<file path="src/rtl/ifetch_sram_bridge_pkg.sv">
`default_nettype none
// ============================================================================
// Module      : ifetch_sram_bridge_pkg
// Description : Shared types and constants for the instruction-fetch SRAM
//               bridge. It provides the instruction and PC types, the SRAM
//               word-address type, the fetch FSM state encoding and the NOP
//               word.
// Revision    : 1.0 - initial release
// ============================================================================
package ifetch_sram_bridge_pkg;

    // Default SRAM word-address width; modules carry their own SRAM_AW.
    localparam int SRAM_AW_DEF = 20;

    typedef logic [31:0]            Inst_t;
    typedef logic [31:0]            Inst_addr_t;
    typedef logic [SRAM_AW_DEF-1:0] Sram_addr_t;

    typedef enum logic [1:0] {
        IFS_IDLE = 2'd0,
        IFS_REQ  = 2'd1,
        IFS_ERR  = 2'd2
    } Ifetch_state_t;

    localparam Inst_t INST_NOP = 32'h0000_0000;

endpackage : ifetch_sram_bridge_pkg
`default_nettype wire

</file>
<file path="src/rtl/ifetch_sram_bridge_if.sv">
`default_nettype none
// ============================================================================
// Module      : ifetch_sram_bridge_if
// Description : Instruction SRAM request/acknowledge bus.
//               master modport : bridge side (drives address and request)
//               slave  modport : SRAM side (drives acknowledge and read data)
// Ports       : sram_addr_o [SRAM_AW] word address, sram_req_o request,
//               sram_ack_i acknowledge (data valid same cycle),
//               sram_data_i [32] read data
// Revision    : 1.0 - initial release
// ============================================================================
interface ifetch_sram_bridge_if
    import ifetch_sram_bridge_pkg::*;
#(
    parameter int SRAM_AW = 20
);
    logic [SRAM_AW-1:0] sram_addr_o;
    logic               sram_req_o;
    logic               sram_ack_i;
    Inst_t              sram_data_i;

    modport master (
        output sram_addr_o,
        output sram_req_o,
        input  sram_ack_i,
        input  sram_data_i
    );

    modport slave (
        input  sram_addr_o,
        input  sram_req_o,
        output sram_ack_i,
        output sram_data_i
    );
endinterface : ifetch_sram_bridge_if
`default_nettype wire

</file>
<file path="src/rtl/ifetch_line_buf.sv">
`default_nettype none
// ============================================================================
// Module      : ifetch_line_buf
// Description : One tagged instruction line: tag/data/valid registers with a
//               fill port, an invalidate strobe and a combinational hit
//               compare against a lookup tag. A fill wins over an invalidate
//               on the same edge.
// Ports       : clk, rst (async, active-low), i_fill_en/i_fill_tag/
//               i_fill_data, i_inval, i_lookup_tag, o_hit, o_data
// Revision    : 1.0 - initial release
// ============================================================================
module ifetch_line_buf
    import ifetch_sram_bridge_pkg::*;
#(
    parameter int SRAM_AW = 20
) (
    input  logic               clk,
    input  logic               rst,
    input  logic               i_fill_en,
    input  logic [SRAM_AW-1:0] i_fill_tag,
    input  Inst_t              i_fill_data,
    input  logic               i_inval,
    input  logic [SRAM_AW-1:0] i_lookup_tag,
    output logic               o_hit,
    output Inst_t              o_data
);
    logic               r_valid;
    logic [SRAM_AW-1:0] r_tag;
    Inst_t              r_data;

    always_ff @(posedge clk or negedge rst) begin
        if (!rst) begin
            r_valid <= 1'b0;
            r_tag   <= '0;
            r_data  <= INST_NOP;
        end else if (i_fill_en) begin
            r_valid <= 1'b1;
            r_tag   <= i_fill_tag;
            r_data  <= i_fill_data;
        end else if (i_inval) begin
            r_valid <= 1'b0;
        end
    end

    assign o_hit  = r_valid && (r_tag == i_lookup_tag);
    assign o_data = r_data;
endmodule : ifetch_line_buf
`default_nettype wire

</file>
<file path="src/rtl/ifetch_sram_bridge.sv">
`default_nettype none
// ============================================================================
// Module      : ifetch_sram_bridge
// Description : Instruction-fetch bridge between the core fetch port and an
//               external instruction SRAM with req/ack handshake. Serves hits
//               from a tagged line buffer, stalls the pipeline on a demand
//               miss, and parks in a sticky error state on ack timeout.
//               Optional macro IFETCH_PREFETCH_EN adds a next-line prefetch
//               entry beside the demand entry.
// Ports       : clk, rst (async, active-low)
//               pc_i, ce_i            fetch PC and enable
//               inst_o, stall_req_o   instruction out, pipeline stall request
//               bus_err_o             sticky ack-timeout flag
//               sram                  SRAM bus (master modport)
// Revision    : 1.0 - initial release
// ============================================================================
module ifetch_sram_bridge
    import ifetch_sram_bridge_pkg::*;
#(
    parameter int SRAM_AW     = 20,
    parameter int ACK_TIMEOUT = 255
) (
    input  logic                        clk,
    input  logic                        rst,
    input  Inst_addr_t                  pc_i,
    input  logic                        ce_i,
    output Inst_t                       inst_o,
    output logic                        stall_req_o,
    output logic                        bus_err_o,
    ifetch_sram_bridge_if.master        sram
);
    // Wait counter only needs to reach ACK_TIMEOUT-1 before the timeout edge.
    localparam int                 c_CNT_W    = (ACK_TIMEOUT < 2) ? 1 : $clog2(ACK_TIMEOUT);
    localparam logic [c_CNT_W-1:0] c_CNT_LAST = c_CNT_W'(ACK_TIMEOUT - 1);

    Ifetch_state_t      r_state, w_state_nxt;
    logic               r_req;
    logic [SRAM_AW-1:0] r_addr;
    logic [c_CNT_W-1:0] r_cnt;
    logic               r_fill_pf;      // outstanding request targets E1

    logic [SRAM_AW-1:0] w_pc_tag;
    logic               w_e0_hit_raw, w_hit0, w_hit1, w_copy;
    Inst_t              w_e0_data;
    logic               w_e0_fill;
    logic [SRAM_AW-1:0] w_e0_fill_tag;
    Inst_t              w_e0_fill_data;
    logic               w_issue, w_issue_pf, w_ack_fill;
    logic [SRAM_AW-1:0] w_issue_addr;
    logic               w_unused;

    assign w_pc_tag = pc_i[SRAM_AW+1:2];
    assign w_unused = ^{pc_i[31:SRAM_AW+2], pc_i[1:0]};
    assign w_hit0   = ce_i && w_e0_hit_raw;
    assign w_e0_fill = (w_ack_fill && !r_fill_pf) || w_copy;

    ifetch_line_buf #(.SRAM_AW(SRAM_AW)) u_e0 (
        .clk          (clk),
        .rst          (rst),
        .i_fill_en    (w_e0_fill),
        .i_fill_tag   (w_e0_fill_tag),
        .i_fill_data  (w_e0_fill_data),
        .i_inval      (1'b0),
        .i_lookup_tag (w_pc_tag),
        .o_hit        (w_e0_hit_raw),
        .o_data       (w_e0_data)
    );

`ifdef IFETCH_PREFETCH_EN
    logic               w_e1_hit_raw, w_pf_have;
    Inst_t              w_e1_data;
    logic [SRAM_AW-1:0] w_e1_lookup;

    // While E0 hits, E1's comparator probes the next line instead, telling
    // whether the prefetch is already in place; a demand hit in E1 only
    // matters when E0 misses, so one comparator serves both questions.
    assign w_e1_lookup = w_hit0 ? (w_pc_tag + SRAM_AW'(1)) : w_pc_tag;
    assign w_pf_have   = w_hit0 && w_e1_hit_raw;
    assign w_hit1      = ce_i && !w_hit0 && w_e1_hit_raw;
    // Promotion happens only in IDLE so it never collides with an SRAM fill.
    assign w_copy      = (r_state == IFS_IDLE) && w_hit1;

    assign w_e0_fill_tag  = w_copy ? w_pc_tag  : r_addr;
    assign w_e0_fill_data = w_copy ? w_e1_data : sram.sram_data_i;

    ifetch_line_buf #(.SRAM_AW(SRAM_AW)) u_e1 (
        .clk          (clk),
        .rst          (rst),
        .i_fill_en    (w_ack_fill && r_fill_pf),
        .i_fill_tag   (r_addr),
        .i_fill_data  (sram.sram_data_i),
        .i_inval      (w_copy || (w_issue && w_issue_pf)),
        .i_lookup_tag (w_e1_lookup),
        .o_hit        (w_e1_hit_raw),
        .o_data       (w_e1_data)
    );
`else
    assign w_hit1         = 1'b0;
    assign w_copy         = 1'b0;
    assign w_e0_fill_tag  = r_addr;
    assign w_e0_fill_data = sram.sram_data_i;
`endif

    always_comb begin
        w_state_nxt  = r_state;
        w_issue      = 1'b0;
        w_issue_pf   = 1'b0;
        w_issue_addr = w_pc_tag;
        w_ack_fill   = 1'b0;
        case (r_state)
            IFS_IDLE: begin
                if (ce_i && !w_hit0 && !w_hit1) begin
                    w_issue = 1'b1;
                end
`ifdef IFETCH_PREFETCH_EN
                else if (w_hit0 && !w_pf_have) begin
                    w_issue      = 1'b1;
                    w_issue_pf   = 1'b1;
                    w_issue_addr = w_e1_lookup;
                end
`endif
                if (w_issue) begin
                    w_state_nxt = IFS_REQ;
                end
            end
            IFS_REQ: begin
                if (sram.sram_ack_i) begin
                    w_ack_fill  = 1'b1;
                    w_state_nxt = IFS_IDLE;
                end else if ((ACK_TIMEOUT != 0) && (r_cnt == c_CNT_LAST)) begin
                    w_state_nxt = IFS_ERR;
                end
            end
            IFS_ERR: begin
                w_state_nxt = IFS_ERR;
            end
            default: begin
                w_state_nxt = IFS_IDLE;
            end
        endcase
    end

    always_ff @(posedge clk or negedge rst) begin
        if (!rst) begin
            r_state   <= IFS_IDLE;
            r_req     <= 1'b0;
            r_addr    <= '0;
            r_cnt     <= '0;
            r_fill_pf <= 1'b0;
        end else begin
            r_state <= w_state_nxt;
            if (w_issue) begin
                r_req     <= 1'b1;
                r_addr    <= w_issue_addr;
                r_cnt     <= '0;
                r_fill_pf <= w_issue_pf;
            end else if (r_state == IFS_REQ) begin
                if (w_state_nxt != IFS_REQ) begin
                    r_req <= 1'b0;
                end else begin
                    r_cnt <= r_cnt + c_CNT_W'(1);
                end
            end
        end
    end

    // Reset gating keeps stall low while rst is held even though ce_i may be.
    always_comb begin
        inst_o = INST_NOP;
        if (rst && (r_state != IFS_ERR)) begin
            if (w_hit0) begin
                inst_o = w_e0_data;
            end
`ifdef IFETCH_PREFETCH_EN
            else if (w_hit1) begin
                inst_o = w_e1_data;
            end
`endif
        end
    end

    assign stall_req_o      = rst && ce_i && !w_hit0 && !w_hit1 && (r_state != IFS_ERR);
    assign bus_err_o        = (r_state == IFS_ERR);
    assign sram.sram_req_o  = r_req;
    assign sram.sram_addr_o = r_addr;
endmodule : ifetch_sram_bridge
`default_nettype wire

</file>
<file path="src/flat_wrapper.sv">
// flat-port wrapper written by rule: the top's interface ports become plain ports
module ifetch_sram_bridge_flat import ifetch_sram_bridge_pkg::*;
#(
    parameter int SRAM_AW     = 20,
    parameter int ACK_TIMEOUT = 255
)
  (clk, rst, pc_i, ce_i, inst_o, stall_req_o, bus_err_o, sram_sram_addr_o, sram_sram_req_o, sram_sram_ack_i, sram_sram_data_i);
  ifetch_sram_bridge_if #(.SRAM_AW(SRAM_AW)) sram_i ();
  input  logic clk;
  input  logic rst;
  input  Inst_addr_t pc_i;
  input  logic ce_i;
  output Inst_t inst_o;
  output logic stall_req_o;
  output logic bus_err_o;
  output wire logic [$bits(sram_i.sram_addr_o)-1:0] sram_sram_addr_o;
  output wire logic [$bits(sram_i.sram_req_o)-1:0] sram_sram_req_o;
  input wire logic [$bits(sram_i.sram_ack_i)-1:0] sram_sram_ack_i;
  input wire logic [$bits(sram_i.sram_data_i)-1:0] sram_sram_data_i;
  assign sram_sram_addr_o = sram_i.sram_addr_o;
  assign sram_sram_req_o = sram_i.sram_req_o;
  assign sram_i.sram_ack_i = sram_sram_ack_i;
  assign sram_i.sram_data_i = sram_sram_data_i;
  ifetch_sram_bridge #(.SRAM_AW(SRAM_AW), .ACK_TIMEOUT(ACK_TIMEOUT)) u_core (.clk(clk), .rst(rst), .pc_i(pc_i), .ce_i(ce_i), .inst_o(inst_o), .stall_req_o(stall_req_o), .bus_err_o(bus_err_o), .sram(sram_i));
endmodule
</file>
<file path="config.mk">
export PLATFORM = sky130hd
export DESIGN_NAME = ifetch_sram_bridge_flat
export DESIGN_NICKNAME = d
export VERILOG_FILES = /design/src/rtl/ifetch_sram_bridge_pkg.sv /design/src/rtl/ifetch_sram_bridge_if.sv /design/src/rtl/ifetch_line_buf.sv /design/src/rtl/ifetch_sram_bridge.sv /design/src/flat_wrapper.sv
export SDC_FILE = /design/constraint.sdc
export NUM_CORES = 1
export LEC_CHECK = 0
export ABC_AREA = 1
export BUFFER_PORTS_ARGS = -buffer_cell sky130_fd_sc_hd__buf_2
export CAP_MARGIN = 20
export CORE_MARGIN = 2
export CORE_UTILIZATION = 47
export DETAILED_ROUTE_END_ITERATION = 16
export GPL_ROUTABILITY_DRIVEN = 0
export GPL_TIMING_DRIVEN = 1
export PLACE_DENSITY = 0.84
export SLEW_MARGIN = 20
export SYNTH_ARGS = -nofsm -noshare
export SYNTH_HDL_FRONTEND = slang
export SYNTH_HIERARCHICAL = 1
export SYNTH_SLANG_ARGS = --single-unit
</file>
<file path="constraint.sdc">
create_clock -name clk -period 1.5 [get_ports clk]
set_input_delay 0.3 -clock clk [delete_from_list [all_inputs] [get_ports clk]]
set_output_delay 0.3 -clock clk [all_outputs]
set_load 0.05 [all_outputs]
</file>
==> impl_results.md, run 1 <==
* Status: finished, violations left
* Failing checks: setup timing
* Post-route ant nets at 0
* Most numerous cell in the Yosys netlist: nand2_1
* Initial Util at 47.60%
* CTS Buffer Depth at 2
* TritonCTS clock tree: done
* Seq cells post-synth at 84
* CTS Sinks at 84
* Synth warn at 6
* PortBufs at 110
* P_leak at 3.643 nW
* Layout cell share with drive strength beyond 1 at 34.94%
* Endpoints failing hold at 0
* DRC Markers at 0
* R2R depth at 17
* Crit path time final at 2.433 ns
* Mapped Avg Cell Area at 7.942 sq um
* Clock Latency Late Sink at 0.36 ns
* Worst Hold Class: input pin to async pin
* Number of synthesized flops with an enable pin at 0
* Num rows at 34
* Final instance area at 0.006148 sq mm
* Final WS setup at -0.9332 ns
* DR vias at 3929
* Post-synth top area share at 51.39%
* Critical Path End Type: output pin
* Post-layout net count at 729
* Final period utilization at 162.2%
* Critical Path Start Type: flip-flop
* Synth-to-layout area growth at 50.32%
* Via-to-Cell Ratio at 5.089
* Worst vdd ir at 0.5453 mV
* CTS H-tree depth at 3
* Power Total at 4.686 mW
* Slew Viols, Final at 0
* Non-Filler Instances at 772
* Synthesized net count at 585
* CP Max Fanout at 16
* Worst r2r src: u_core/u_e0/r_tag[6]
* Iter 0 DRT Violations at 251
* CTS clock-pin slew for the worst setup and hold paths at 0.09 ns
* Peak Freq at 0.4110 GHz
* Largest net degree at the start of global routing at 55
* Die height at 97.29 microns
* Vias in the first global route at 4057
* Distinct cells, synth at 27
* Final Util at 71.55%
* Number of buffers created by CTS at 9
* Total global-route track usage at 24.50%
* CTS hold repair buffers at 0
* Final setup violation count at 63
* Global-route wire length before repair at 18800 microns
* Relative slew slack at 55.19%
* Netlist Area Pre-Place at 0.004090 sq mm
* Mapped Cells at 515
* Primary FF master, synth: dfrtp_1
* ANT cells at 0
* Top post-synthesis cells by area: dfrtp_1 51%, nand2_1 20%, nor3b_1 5.9%
* WS Path Type: flip-flop to output pin
* CP Data Required Time at 1.20 ns
* DP HPWL at 7100 microns
* FF-to-FF End: u_core/r_cnt[7]
* Least-Margin Pin Slew at 0.6722 ns
* WP data arrival at 2.13 ns
* Seq/Total Area, Yosys at 51.39%
* Max-Cap Viols at 0
* Die ar. at 0.009464 sq mm
* Clock root buffer master: clkbuf_8
* Worst R2R Setup Slack at -0.72 ns
* Yosys top cell by area: dfrtp_1
* WL/cell at 15.27 microns
* Initial antenna violation count at 0
* Crit path from: u_core/u_e0/r_tag[6]
* Post-synth top cells: 217 x nand2_1, 84 x dfrtp_1, 62 x inv_1, 39 x o21ai_0, 32 x nor3b_1
* Final wirelength at 11790 microns
* Num ports at 123
* Placed Area at 0.005309 sq mm
* CP Capture Point: inst_o[31]
* Final Skew at 0.01556 ns
* RSZ-0062 raised after global routing: yes
* PwrDens at 762.2 mW/mm^2
* Die width at 97.29 microns
* Hold Slack at 0.08591 ns
* Core area at 0.008593 sq mm
* Drt pass-1 iters at 5
* GRT Residual Overflow at 0
* Post-synth ARST share at 100.0%
* Placed insts at 739
-- kinds of logic after synthesis --
logic type	Yosys count	share of synthesized area, %
and+or+nand+nor	289	30.84
adders and majority gates	2	0.6117
AOI/OAI and AO/OA	48	6.118
DFF	84	51.39
other	1	0.09168
buffers and inverters	86	9.881
xor gates and xnor gates	5	1.071
-- cell type report --
class | instances | area [sq um]
clock buffers | 10 | 137.6
clock inverters | 6 | 108.9
fillers | 586 | 2445
inverters | 64 | 247.7
multi-input cells | 345 | 2034
flip-flops and latches | 84 | 2102
well taps | 108 | 135.1
repair buffers | 155 | 1383
-- cell usage in the layout, fill, tap and decap left out --
master | netlist | final
conb_1 | 1 | 1
bufinv_16 | 0 | 3
inv_2 | 1 | 6
nor3b_4 | 0 | 32
o21ai_0 | 39 | 20
nor2_1 | 20 | 17
inv_1 | 62 | 56
nand4_1 | 3 | 3
buf_4 | 2 | 22
buf_16 | 0 | 3
xnor2_1 | 1 | 1
xor2_1 | 4 | 4
clkinv_2 | 0 | 2
clkbuf_8 | 0 | 10
inv_6 | 0 | 1
dfrtp_1 | 84 | 84
nand3_1 | 10 | 10
buf_2 | 7 | 75
clkinv_4 | 1 | 1
nand3_4 | 0 | 1
nand2_4 | 2 | 4
ha_1 | 2 | 2
nand2_2 | 2 | 6
buf_6 | 8 | 39
a21oi_2 | 1 | 1
buf_8 | 0 | 3
o21ai_1 | 4 | 21
nand2_8 | 0 | 1
nand2_1 | 217 | 210
o21bai_1 | 1 | 1
buf_12 | 0 | 10
clkbuf_16 | 0 | 3
o21ai_2 | 0 | 2
nor2_4 | 1 | 5
inv_4 | 0 | 1
o22ai_1 | 3 | 2
o22ai_2 | 0 | 1
-- how the worst min path moves through the flow --
stage                                        to  depth (start not counted)
finish              u_core/sram.sram_addr_o[15]                          3
global route              u_core/u_e0/r_tag[18]                          3
CTS                       u_core/u_e0/r_tag[16]                          3
detailed placement       u_core/u_e0/o_data[31]                          2
global placement         u_core/sram.sram_req_o                          2
floorplan                       u_core/r_cnt[0]                          0
-- metal layers --
layer  GRT usage, %  routed length (microns)  up-vias
met4          10.68                      279        0
met1          29.24                     4640     1867
li1               -                        -     1871
met3          4.748                      743       25
met5              0                        0        -
met2          43.11                     6125      166
-- worst max-delay path, stage by stage, from the launching register on --
cell	delay [ns]
dfrtp_1	0.40
nand2_2	0.08
nand2_1	0.08
nor2_1	0.11
nand2_1	0.07
nor2_1	0.11
nand2_1	0.10
nor2_4	0.14
nand2_4	0.10
buf_12	0.19
nor3b_4	0.21
buf_6	0.18
-- what timing repair did --
action / in CTS / in global routing
setup buffers: 7 / 7
gates cloned: 3 / 4
endpoints found under the setup margin: 64 / 64
gates resized for setup: 95 / 13
pin swaps: 2 / 5
-- flip-flops by register name (all words and copies together) (netlist names) --
register and cells:
u_core/u_e0/r_valid 1, u_core/r_state 2, u_core/sram.sram_req_o 1, u_core/u_e0/o_data 32
u_core/sram.sram_addr_o 20, u_core/r_cnt 8, u_core/u_e0/r_tag 20
-- power breakdown --
group | switching, mW | leakage [nW] | internal (mW)
sequential | 0.0394 | 1.08 | 2.33
clock | 0.828 | 0.127 | 1.15
combinational | 0.181 | 2.43 | 0.156
total | 1.05 | 3.64 | 3.64
-- per-stage QoR --
| step | setup TNS, ns | setup WS [ns] |
|---|---|---|
| after CTS | -46.93 | -0.8835 |
| after detailed placement | -29.59 | -0.6510 |
| after global routing | -57.73 | -1.080 |
| after global placement | -28.31 | -0.6259 |
| after floorplan | -15.14 | -0.4734 |
| final | -49.67 | -0.9332 |
No activity file was read; power rests on OpenSTA's default activity.
==> inputs of run 2 (changes only) <==
--- a/config.mk
+++ b/config.mk
@@ -13,7 +13,7 @@
 export DETAILED_ROUTE_END_ITERATION = 16
 export GPL_ROUTABILITY_DRIVEN = 0
 export GPL_TIMING_DRIVEN = 1
-export PLACE_DENSITY = 0.84
+export PLACE_DENSITY = 0.79
 export SLEW_MARGIN = 20
 export SYNTH_ARGS = -nofsm -noshare
 export SYNTH_HDL_FRONTEND = slang
==> impl_results.md, run 2 (synthesis gave the netlist of run 1 again) <==
* Final setup violation count at 63
* P_leak at 3.464 nW
* WP data arrival at 2.09 ns
* Critical Path End Type: output pin
* Largest net degree at the start of global routing at 62
* CTS H-tree depth at 3
* Endpoints failing hold at 0
* Worst Hold Class: input pin to async pin
* Iter 0 DRT Violations at 162
* Status: finished, violations left
* Peak Freq at 0.4188 GHz
* Power Total at 4.348 mW
* DRC Markers at 0
* Num ports at 123
* Clock root buffer master: clkbuf_8
* RSZ-0062 raised after global routing: yes
* CTS Sinks at 84
* Initial Util at 47.60%
* Initial antenna violation count at 0
* Final instance area at 0.005801 sq mm
* Synth-to-layout area growth at 41.82%
* Commonest non-fill, non-tap cell in the layout: nand2_1
* CTS Buffer Depth at 2
* Vias in the first global route at 3684
* Worst vdd ir at 0.5430 mV
* Placed Area at 0.005294 sq mm
* Number of buffers created by CTS at 9
* Crit path time final at 2.388 ns
* Die height at 97.29 microns
* CP Data Required Time at 1.20 ns
* Clock Latency Late Sink at 0.34 ns
* Failing checks: setup timing
* Die width at 97.29 microns
* Post-route ant nets at 0
* Max FFs per register at 32
* PortBufs at 110
* Total global-route track usage at 21.51%
* Least-Margin Pin Slew at 0.6563 ns
* PwrDens at 749.7 mW/mm^2
* Worst R2R Setup Slack at -0.57 ns
* Placed insts at 732
* WS Path Type: flip-flop to output pin
* Final WS setup at -0.8876 ns
* Max-Cap Viols at 0
* Critical Path Start Type: flip-flop
* Slew Viols, Final at 0
* Non-Filler Instances at 754
* ANT cells at 0
* CTS hold repair buffers at 0
* Fillers at 668
* Relative slew slack at 56.24%
* DP HPWL at 6853 microns
* Drt pass-1 iters at 5
* Via-to-Cell Ratio at 4.922
* Global-route wire length before repair at 16820 microns
* Most frequent cells in the layout: 212 x nand2_1, 84 x dfrtp_1, 75 x buf_2, 56 x inv_1, 34 x buf_6
* DR vias at 3711
* TritonCTS clock tree: done
* Core area at 0.008593 sq mm
* CP Max Fanout at 6
* Final Skew at 0.01175 ns
* CTS clock-pin slew for the worst setup and hold paths at 0.09 ns
* WL/cell at 13.38 microns
* Post-layout net count at 711
* Final wirelength at 10090 microns
* Die ar. at 0.009464 sq mm
* Layout cell share with drive strength beyond 1 at 32.51%
* GRT Residual Overflow at 0
* Pre-CTS setup slack at -0.6024 ns
* Num rows at 34
* Final period utilization at 159.2%
==> run 2: cell types whose count changed in the layout (fill, tap and decap cells not counted), sizes merged <==
cell / before / now
buf: 152 / 136
bufinv: 3 / 1
clkbuf: 13 / 12
clkinv: 3 / 2
clkinvlp: 0 / 2
==> run 2: worst max-delay path: stages (launching register included) <==
cell and delay [ns]:
dfrtp_1 0.40, nand2_1 0.08, nand2_1 0.06, nor2_1 0.12
nand2_1 0.08, nor2_1 0.09, nand2_1 0.09, nor2_4 0.12
nand2_4 0.12, clkbuf_16 0.20, nor3b_4 0.19, buf_6 0.19
==> run 2: stage by stage <==
step / utilization [%] / setup TNS, ns / hold slack (ns)
after detailed placement: 61.60 / -27.98 / 0.4028
after CTS: 66.70 / -39.18 / 0.02619
final: 67.50 / -43.45 / 0.01879
after global placement: 61.60 / -27.88 / 0.3925
after global routing: 67.50 / -51.99 / 0.03439
after floorplan: - / -15.14 / 0.004409
==> run 2: area by class of cell <==
| cell class | count | area [sq um] | share of cell area [%] |
|---|---|---|---|
| inverters | 64 | 245.2 | 4.228 |
| multi-input cells | 345 | 1997 | 34.43 |
| flip-flops and latches | 84 | 2102 | 36.24 |
| well taps | 108 | 135.1 | 2.330 |
| clock inverters | 5 | 58.81 | 1.014 |
| clock buffers | 11 | 151.4 | 2.610 |
| repair buffers | 137 | 1111 | 19.15 |
==> run 2: power breakdown <==
part / leakage [nW] / internal [mW] / switching [mW]
clock network: 0.102 / 0.864 / 0.795
logic: 2.28 / 0.149 / 0.172
registers: 1.08 / 2.33 / 0.0397
total: 3.46 / 3.34 / 1.01
==> run 2: layer usage <==
layer	vias to the layer above	wire length (microns)	track usage (%)
met5	-	0	0
met4	0	163	5.556
met3	16	474	2.878
met2	123	5046	38.62
met1	1740	4402	27.52
li1	1832	-	-
==> run 2: what timing repair did <==
item | 4_1_cts | 5_1_grt
pin swaps | 1 | 6
resized for setup | 70 | 9
cloned | 0 | 1
setup endpoints to repair | 64 | 64
buffers inserted | 1 | 4
==> run 2: worst paths after layout <==
kind                                          end  cells after the start              startpoint
setup / recovery                       inst_o[19]                     11    u_core/u_e0/r_tag[9]
hold / removal              u_core/u_e0/o_data[8]                      2                     rst
setup reg to reg                  u_core/r_cnt[3]                     16   u_core/u_e0/r_tag[19]
hold reg to reg            u_core/u_e0/o_data[28]                      2  u_core/u_e0/o_data[28]
max in group asynchronous   u_core/u_e0/r_tag[19]                      3                     rst
min in group clk            u_core/u_e0/o_data[5]                      3     sram_sram_data_i[5]
